**src/rtl/fifo_wr_arbiter_pkg.sv**
```systemverilog
// Shared types and default sizing for the FIFO write-port arbiter.
// Optional early-rotation feature is selected by FIFO_ARB_AF_TRUNC_EN.
package fifo_arb_pkg;

  typedef enum logic {
    IDLE  = 1'b0,
    BURST = 1'b1
  } arb_state_t;

  localparam int DEF_N_REQ     = 4;
  localparam int DEF_DATA_W    = 8;
  localparam int DEF_BURST_MAX = 4;

endpackage

```
**src/rtl/fifo_wr_arbiter_if.sv**
```systemverilog
// Bundle of producer handshakes and FIFO write-side signals seen by the arbiter.
// master = arbiter side, slave = producers plus FIFO side.
interface fifo_wr_arbiter_if
  import fifo_arb_pkg::*;
#(
  parameter int N_REQ  = DEF_N_REQ,
  parameter int DATA_W = DEF_DATA_W
);
  localparam int ID_W = $clog2(N_REQ);

  logic [N_REQ-1:0]        req_valid;
  logic [N_REQ*DATA_W-1:0] req_data;
  logic [N_REQ-1:0]        req_ready;
  logic                    fifo_full;
  logic                    fifo_almostfull;
  logic                    wr_en;
  logic [DATA_W-1:0]       wr_data;
  logic [ID_W-1:0]         grant_id;
  logic                    busy;

  modport master (
    input  req_valid, req_data, fifo_full, fifo_almostfull,
    output req_ready, wr_en, wr_data, grant_id, busy
  );

  modport slave (
    output req_valid, req_data, fifo_full, fifo_almostfull,
    input  req_ready, wr_en, wr_data, grant_id, busy
  );
endinterface

```
**src/rtl/fifo_wr_arbiter_rr_pick.sv**
```systemverilog
// Combinational round-robin picker: first valid index at or after i_start,
// wrapping modulo N.
module rr_pick
  import fifo_arb_pkg::*;
#(
  parameter int N = DEF_N_REQ,
  parameter int W = $clog2(N)
) (
  input  logic [N-1:0] i_valid,
  input  logic [W-1:0] i_start,
  output logic [W-1:0] o_winner,
  output logic         o_any
);

  logic [W-1:0] w_idx [N];

  always_comb begin
    for (int i = 0; i < N; i++) begin
      w_idx[i] = W'((int'(i_start) + i) % N);
    end
  end

  // Scan from the farthest offset down so the nearest valid index wins last.
  always_comb begin
    o_winner = '0;
    o_any    = |i_valid;
    for (int i = N - 1; i >= 0; i--) begin
      if (i_valid[w_idx[i]]) begin
        o_winner = w_idx[i];
      end
    end
  end

endmodule

```
**src/rtl/fifo_wr_arbiter.sv**
```systemverilog
// Round-robin arbiter sharing the FIFO write port between N_REQ producers in bounded bursts.
// Define FIFO_ARB_AF_TRUNC_EN to end a burst on any beat accepted while almostfull.
module fifo_wr_arbiter
  import fifo_arb_pkg::*;
#(
  parameter int N_REQ     = DEF_N_REQ,
  parameter int DATA_W    = DEF_DATA_W,
  parameter int BURST_MAX = DEF_BURST_MAX
) (
  input logic               clk,
  input logic               rst,
  fifo_wr_arbiter_if.master bus
);

  localparam int ID_W  = $clog2(N_REQ);
  localparam int CNT_W = $clog2(BURST_MAX) + 1;
  localparam logic [CNT_W-1:0] LAST_BEAT = CNT_W'(BURST_MAX - 1);
  localparam logic [ID_W-1:0]  LAST_ID   = ID_W'(N_REQ - 1);

  arb_state_t       r_state;
  arb_state_t       w_nextState;
  logic [ID_W-1:0]  r_grant;
  logic [ID_W-1:0]  r_lastGrant;
  logic [CNT_W-1:0] r_beatCnt;

  logic [ID_W-1:0]  w_start;
  logic [ID_W-1:0]  w_winner;
  logic             w_any;
  logic             w_grantValid;
  logic             w_accept;
  logic             w_truncate;
  logic             w_lastBeat;

  assign w_start = (r_lastGrant == LAST_ID) ? '0 : r_lastGrant + 1'b1;

  rr_pick #(.N(N_REQ), .W(ID_W)) u_pick (
    .i_valid  (bus.req_valid),
    .i_start  (w_start),
    .o_winner (w_winner),
    .o_any    (w_any)
  );

  // A full FIFO stalls the owner without ending its burst.
  assign w_grantValid = bus.req_valid[r_grant];
  assign w_accept     = (r_state == BURST) && w_grantValid && !bus.fifo_full;

`ifdef FIFO_ARB_AF_TRUNC_EN
  assign w_truncate = bus.fifo_almostfull;
`else
  assign w_truncate = 1'b0;
`endif

  assign w_lastBeat = w_accept && ((r_beatCnt == LAST_BEAT) || w_truncate);

  always_comb begin
    w_nextState   = r_state;
    bus.wr_en     = w_accept;
    bus.req_ready = w_accept ? (N_REQ'(1) << r_grant) : '0;
    bus.wr_data   = bus.req_data[r_grant*DATA_W +: DATA_W];
    bus.grant_id  = r_grant;
    bus.busy      = (r_state == BURST);
    case (r_state)
      IDLE:    if (w_any) w_nextState = BURST;
      BURST:   if (!w_grantValid || w_lastBeat) w_nextState = IDLE;
      default: w_nextState = IDLE;
    endcase
  end

  always_ff @(posedge clk or posedge rst) begin
    if (rst) begin
      r_state     <= IDLE;
      r_grant     <= '0;
      r_lastGrant <= LAST_ID;
      r_beatCnt   <= '0;
    end else begin
      r_state <= w_nextState;
      if (r_state == IDLE && w_any) begin
        r_grant   <= w_winner;
        r_beatCnt <= '0;
      end else if (w_accept) begin
        r_beatCnt <= r_beatCnt + 1'b1;
      end
      if (r_state == BURST && w_nextState == IDLE) begin
        r_lastGrant <= r_grant;
      end
    end
  end

endmodule

```
**src/flat_wrapper.sv**
```systemverilog
// flat-port wrapper written by rule: the top's interface ports become plain ports
module fifo_wr_arbiter_flat import fifo_arb_pkg::*;
#(
  parameter int N_REQ     = DEF_N_REQ,
  parameter int DATA_W    = DEF_DATA_W,
  parameter int BURST_MAX = DEF_BURST_MAX
)
  (clk, rst, bus_req_valid, bus_req_data, bus_fifo_full, bus_fifo_almostfull, bus_req_ready, bus_wr_en, bus_wr_data, bus_grant_id, bus_busy);
  fifo_wr_arbiter_if #(.N_REQ(N_REQ), .DATA_W(DATA_W)) bus_i ();
  input logic clk;
  input logic rst;
  input wire logic [$bits(bus_i.req_valid)-1:0] bus_req_valid;
  input wire logic [$bits(bus_i.req_data)-1:0] bus_req_data;
  input wire logic [$bits(bus_i.fifo_full)-1:0] bus_fifo_full;
  input wire logic [$bits(bus_i.fifo_almostfull)-1:0] bus_fifo_almostfull;
  output wire logic [$bits(bus_i.req_ready)-1:0] bus_req_ready;
  output wire logic [$bits(bus_i.wr_en)-1:0] bus_wr_en;
  output wire logic [$bits(bus_i.wr_data)-1:0] bus_wr_data;
  output wire logic [$bits(bus_i.grant_id)-1:0] bus_grant_id;
  output wire logic [$bits(bus_i.busy)-1:0] bus_busy;
  assign bus_i.req_valid = bus_req_valid;
  assign bus_i.req_data = bus_req_data;
  assign bus_i.fifo_full = bus_fifo_full;
  assign bus_i.fifo_almostfull = bus_fifo_almostfull;
  assign bus_req_ready = bus_i.req_ready;
  assign bus_wr_en = bus_i.wr_en;
  assign bus_wr_data = bus_i.wr_data;
  assign bus_grant_id = bus_i.grant_id;
  assign bus_busy = bus_i.busy;
  fifo_wr_arbiter #(.N_REQ(N_REQ), .DATA_W(DATA_W), .BURST_MAX(BURST_MAX)) u_core (.clk(clk), .rst(rst), .bus(bus_i));
endmodule
```
**config.mk**
```make
export PLATFORM = sky130hd
export DESIGN_NAME = fifo_wr_arbiter_flat
export DESIGN_NICKNAME = d
export VERILOG_FILES = /design/src/rtl/fifo_wr_arbiter_pkg.sv /design/src/rtl/fifo_wr_arbiter_if.sv /design/src/rtl/fifo_wr_arbiter_rr_pick.sv /design/src/rtl/fifo_wr_arbiter.sv /design/src/flat_wrapper.sv
export SDC_FILE = /design/constraint.sdc
export NUM_CORES = 1
export LEC_CHECK = 0
export CAP_MARGIN = 30
export CORE_MARGIN = 2
export CORE_UTILIZATION = 33
export CTS_CLUSTER_DIAMETER = 40
export CTS_CLUSTER_SIZE = 8
export DETAILED_ROUTE_END_ITERATION = 8
export PLACE_DENSITY = 0.85
export SLEW_MARGIN = 20
export SYNTH_ARGS = -nofsm -noshare
export SYNTH_HDL_FRONTEND = slang
export SYNTH_HIERARCHICAL = 1
export SYNTH_SLANG_ARGS = --single-unit
```
**constraint.sdc**
```tcl
create_clock -name clk -period 1.89 [get_ports clk]
set_input_delay 0.378 -clock clk [delete_from_list [all_inputs] [get_ports clk]]
set_output_delay 0.378 -clock clk [all_outputs]
set_load 0.005 [all_outputs]
```
==> key figures <==
Power and ir drop
  – Pwr/cell area: 1240 mW/mm^2
  – Internal power: 0.00116 W
  – Switching Share: 35.6%
  – P_leak: 0.643 nW
  – Maximum resistive drop on vdd: 0.000765 V
  – Clock share of power: 7.1%
  – Combinational Power Share: 74.5%
  – Part of the power in registers: 18.4%
  – Reported net switching power: 0.000639 W

Timing
  – Hold violation count in the final report: 0
  – Max-slew violation total from the final report: 0
  – Post-route clock period utilization: 109%
  – Total setup violations reported at the end of the flow: 6
  – Post-route minimum period: 2.06 ns
  – Slew of the pin with the lowest slew margin: 0.322 ns
  – Summed negative setup slack over all endpoints: -0.691 ns
  – Worst Slack Setup Final: -0.173 ns
  – Clk_skew: 0.000523 ns
  – RSZ-0062 raised after global routing: true
  – FMAX: 485 MHz
  – Worst max-slew margin expressed relative to the limit: 78.5%

GRT
  – Total congestion overflow after global routing: 0
  – Global-route wire length before repair: 4100 um
  – Number of antenna violations at the first check in global routing: 0
  – Vias in the first global route: 864
  – Maximum number of pins on one net before global-route repair: 16
  – Total global routing track utilization: 21.1%

Worst setup path
  – Maximum fanout along the worst path: 5
  – Crit path DAT: 1.68 ns
  – Capturing element type of the critical path: output port
  – Worst Setup Start Kind: flip-flop
  – Critical path class: flip-flop to output port
  – Data required time of the worst path: 1.51 ns

Detailed routing
  – Detailed Route WL: 2650 um
  – # DRC: 0
  – WL per Instance: 16.3 um
  – Average via count per standard cell: 5.06
  – Number of routed nets with antenna violations: 0
  – Number of optimization iterations in the first detailed-route pass: 6
  – Detailed-route via count: 824
  – Number of DRC markers after the initial detailed-route iteration: 10

Clocking
  – Maximum root-to-sink buffer count: 2
  – Quantity of hold-fixing buffers added after cts: 0
  – TritonCTS clock tree: done
  – TritonCTS Buffers: 3
  – Clock transition at the registers of the reported paths: 0.05 ns
  – Worst-skew pair later-pin latency: 0.25 ns
  – CTS Sinks: 8
  – Clock Root Buffer: clkbuf_4
  – H-tree depth reported by CTS: 1

Layout
  – Final layout net count: 180
  – Finished layout cell area: 0.00145 mm^2
  – Diode count: 0
  – Area growth syn-to-layout: 93.3%
  – Proportion of layout cells with a drive suffix above 1: 40.0%

Synth
  – Synth Net Count: 105
  – Yosys reg bits: 8
  – Post-synthesis cell area: 748 um^2
  – Synthesized instance count: 62
  – Synth Warn #: 6
  – Post-synthesis sequential area ratio: 27.1%
  – Number of distinct library cells after synthesis: 29
  – Mean post-synth cell area: 12.1 um^2

Hold path
  – Worst hold path class: primary input to async pin

Flow run
  – Max_cap viols: 0

Floorplan
  – Number of placement rows: 17
  – Placeable core area: 0.00217 mm^2
  – I/O pin cnt: 56
  – Die Y: 51.6 um
  – Starting density of the core: 34.5%
  – Width of the chip: 51.6 um
  – Area of the die: 0.00266 mm^2

Status
  – Violated checks: setup timing
  – Status: finished with violations

Place
  – GP Congestion: 0.768
  – Number of buffers added on ports: 54
  – Area after detailed placement: 0.00139 mm^2
  – HPWL after detailed placement: 2040 um
==> cells in the mapped netlist <==
cell      instances  area, um^2
dfrtp_1           6         150
nor2_1            6        22.5
mux4_2            5         113
mux4_1            4         105
nand2b_1          4        25.0
ha_1              3        37.5
inv_1             3        11.3
mux2_1            3        33.8
nor3b_1           3        22.5
dfstp_2           2        52.6
mux2_2            2        22.5
mux2i_1           2        20.0
nand2_1           2        7.51
nor2b_1           2        12.5
a211oi_1          1        7.51
a211oi_2          1        12.5
a21boi_2          1        11.3
a21o_1            1        7.51
a21oi_1           1        5.00
a31o_2            1        8.76
a32o_1            1        10.0
and3_1            1        6.26
buf_2             1        5.00
buf_6             1        11.3
clkbuf_1          1        3.75
inv_2             1        3.75
nand3_1           1        5.00
nand3_2           1        10.0
nor3_1            1        5.00
==> power by group through the flow <==
stage	Combinational, W	Clock, W	Sequential (W)
after floorplan	0.000664	0	0.000338
after global routing	0.00143	0.000153	0.000338
final	0.00134	0.000128	0.000330
after detailed placement	0.00123	0	0.000327
after CTS	0.00135	0.000136	0.000329
after global placement	0.00120	0	0.000319
==> per-layer routing <==
| metal | global-route usage, % | wire [um] | vias up |
|---|---|---|---|
| met3 | 9.48 | 367 | 2 |
| met4 | 6.14 | 11 | 0 |
| met1 | 18.9 | 897 | 386 |
| li1 | - | - | 389 |
| met2 | 41.5 | 1370 | 47 |
| met5 | 0 | 0 | - |
==> cell type report <==
| cell class | instances | area [um^2] |
|---|---|---|
| fill | 168 | 723 |
| inverter | 4 | 15.0 |
| timing repair buffer | 73 | 654 |
| multi-input combinational | 47 | 517 |
| clock buffer | 3 | 22.5 |
| tap | 28 | 35.0 |
| sequential | 8 | 203 |
==> state kept, by name, indices dropped and copies added (netlist names) <==
name,flops
u_core/r_beatCnt,3
u_core/bus.busy,1
u_core/bus.grant_id,2
u_core/r_lastGrant,2
==> repair_timing <==
item                                    in CTS  in global routing
cloned                                       1                  0
endpoints found under the setup margin      13                 13
resized for setup                           50                 15
setup buffers                                5                  3
pin swaps                                    2                  0
==> critical path: stages, from the launching register on <==
cell	delay (ns)
dfrtp_1	0.38
buf_6	0.11
mux4_2	0.53
nand3_4	0.12
inv_2	0.05
and3_1	0.13
buf_2	0.12
==> cells in the final DEF, fill, tap and decap left out, drive strengths merged <==
master and count:
clkdlybuf4s50 37, clkdlybuf4s15 1, a32o 1, mux2i 2, nand2b 4, buf 26, nor2 6, dlygate4sd2 4
mux4 9, nor2b 2, clkbuf 8, nor3b 3, dfrtp 6, nand3 2, nand2 2, dfstp 2
a31o 1, and3 1, inv 4, nor3 1, a21boi 1, a211oi 2, a21oi 1, a21o 1
mux2 5, ha 3
==> cell families (layout without fill, tap and decap cells) <==
| family | Yosys count | count (layout) | synth area share (%) |
|---|---|---|---|
| flip-flops | 8 | 8 | 27.1 |
| multiplexers | 16 | 16 | 39.3 |
| AND/OR/NAND/NOR | 21 | 21 | 15.6 |
| buffers and inverters | 7 | 80 | 4.68 |
| adder cells (fa/ha/maj) | 3 | 3 | 5.02 |
| AO/OA/AOI/OAI | 7 | 7 | 8.36 |
==> through the flow <==
| stage | util, % | instances | total power [W] | setup slack, ns | hold WS [ns] |
|---|---|---|---|---|---|
| CTS | 68.1 | 162 | 0.00181 | -0.166 | 0.386 |
| finish | 66.7 | 163 | 0.00179 | -0.173 | 0.383 |
| detailed placement | 64.2 | 153 | 0.00156 | -0.646 | 0.521 |
| floorplan | - | 62 | 0.00100 | 0.0952 | 0.192 |
| global placement | 64.2 | 153 | 0.00152 | -0.618 | 0.470 |
| global route | 66.7 | 163 | 0.00192 | -0.245 | 0.411 |
==> final timing paths <==
check	from	end	slack, ns	depth (start not counted)
max in group asynchronous	rst	u_core/r_lastGrant[1]	1.22	2
setup / recovery	u_core/bus.grant_id[0]	bus_req_ready[3]	-0.17	6
min in group clk	u_core/r_beatCnt[2]	u_core/r_beatCnt[2]	0.53	1
setup reg to reg	u_core/bus.grant_id[0]	u_core/r_lastGrant[1]	0.08	5
hold / removal	rst	u_core/bus.grant_id[1]	0.38	2
hold reg to reg	u_core/r_beatCnt[2]	u_core/r_beatCnt[2]	0.53	1
Note: power is estimated with default switching activity, not from simulation.
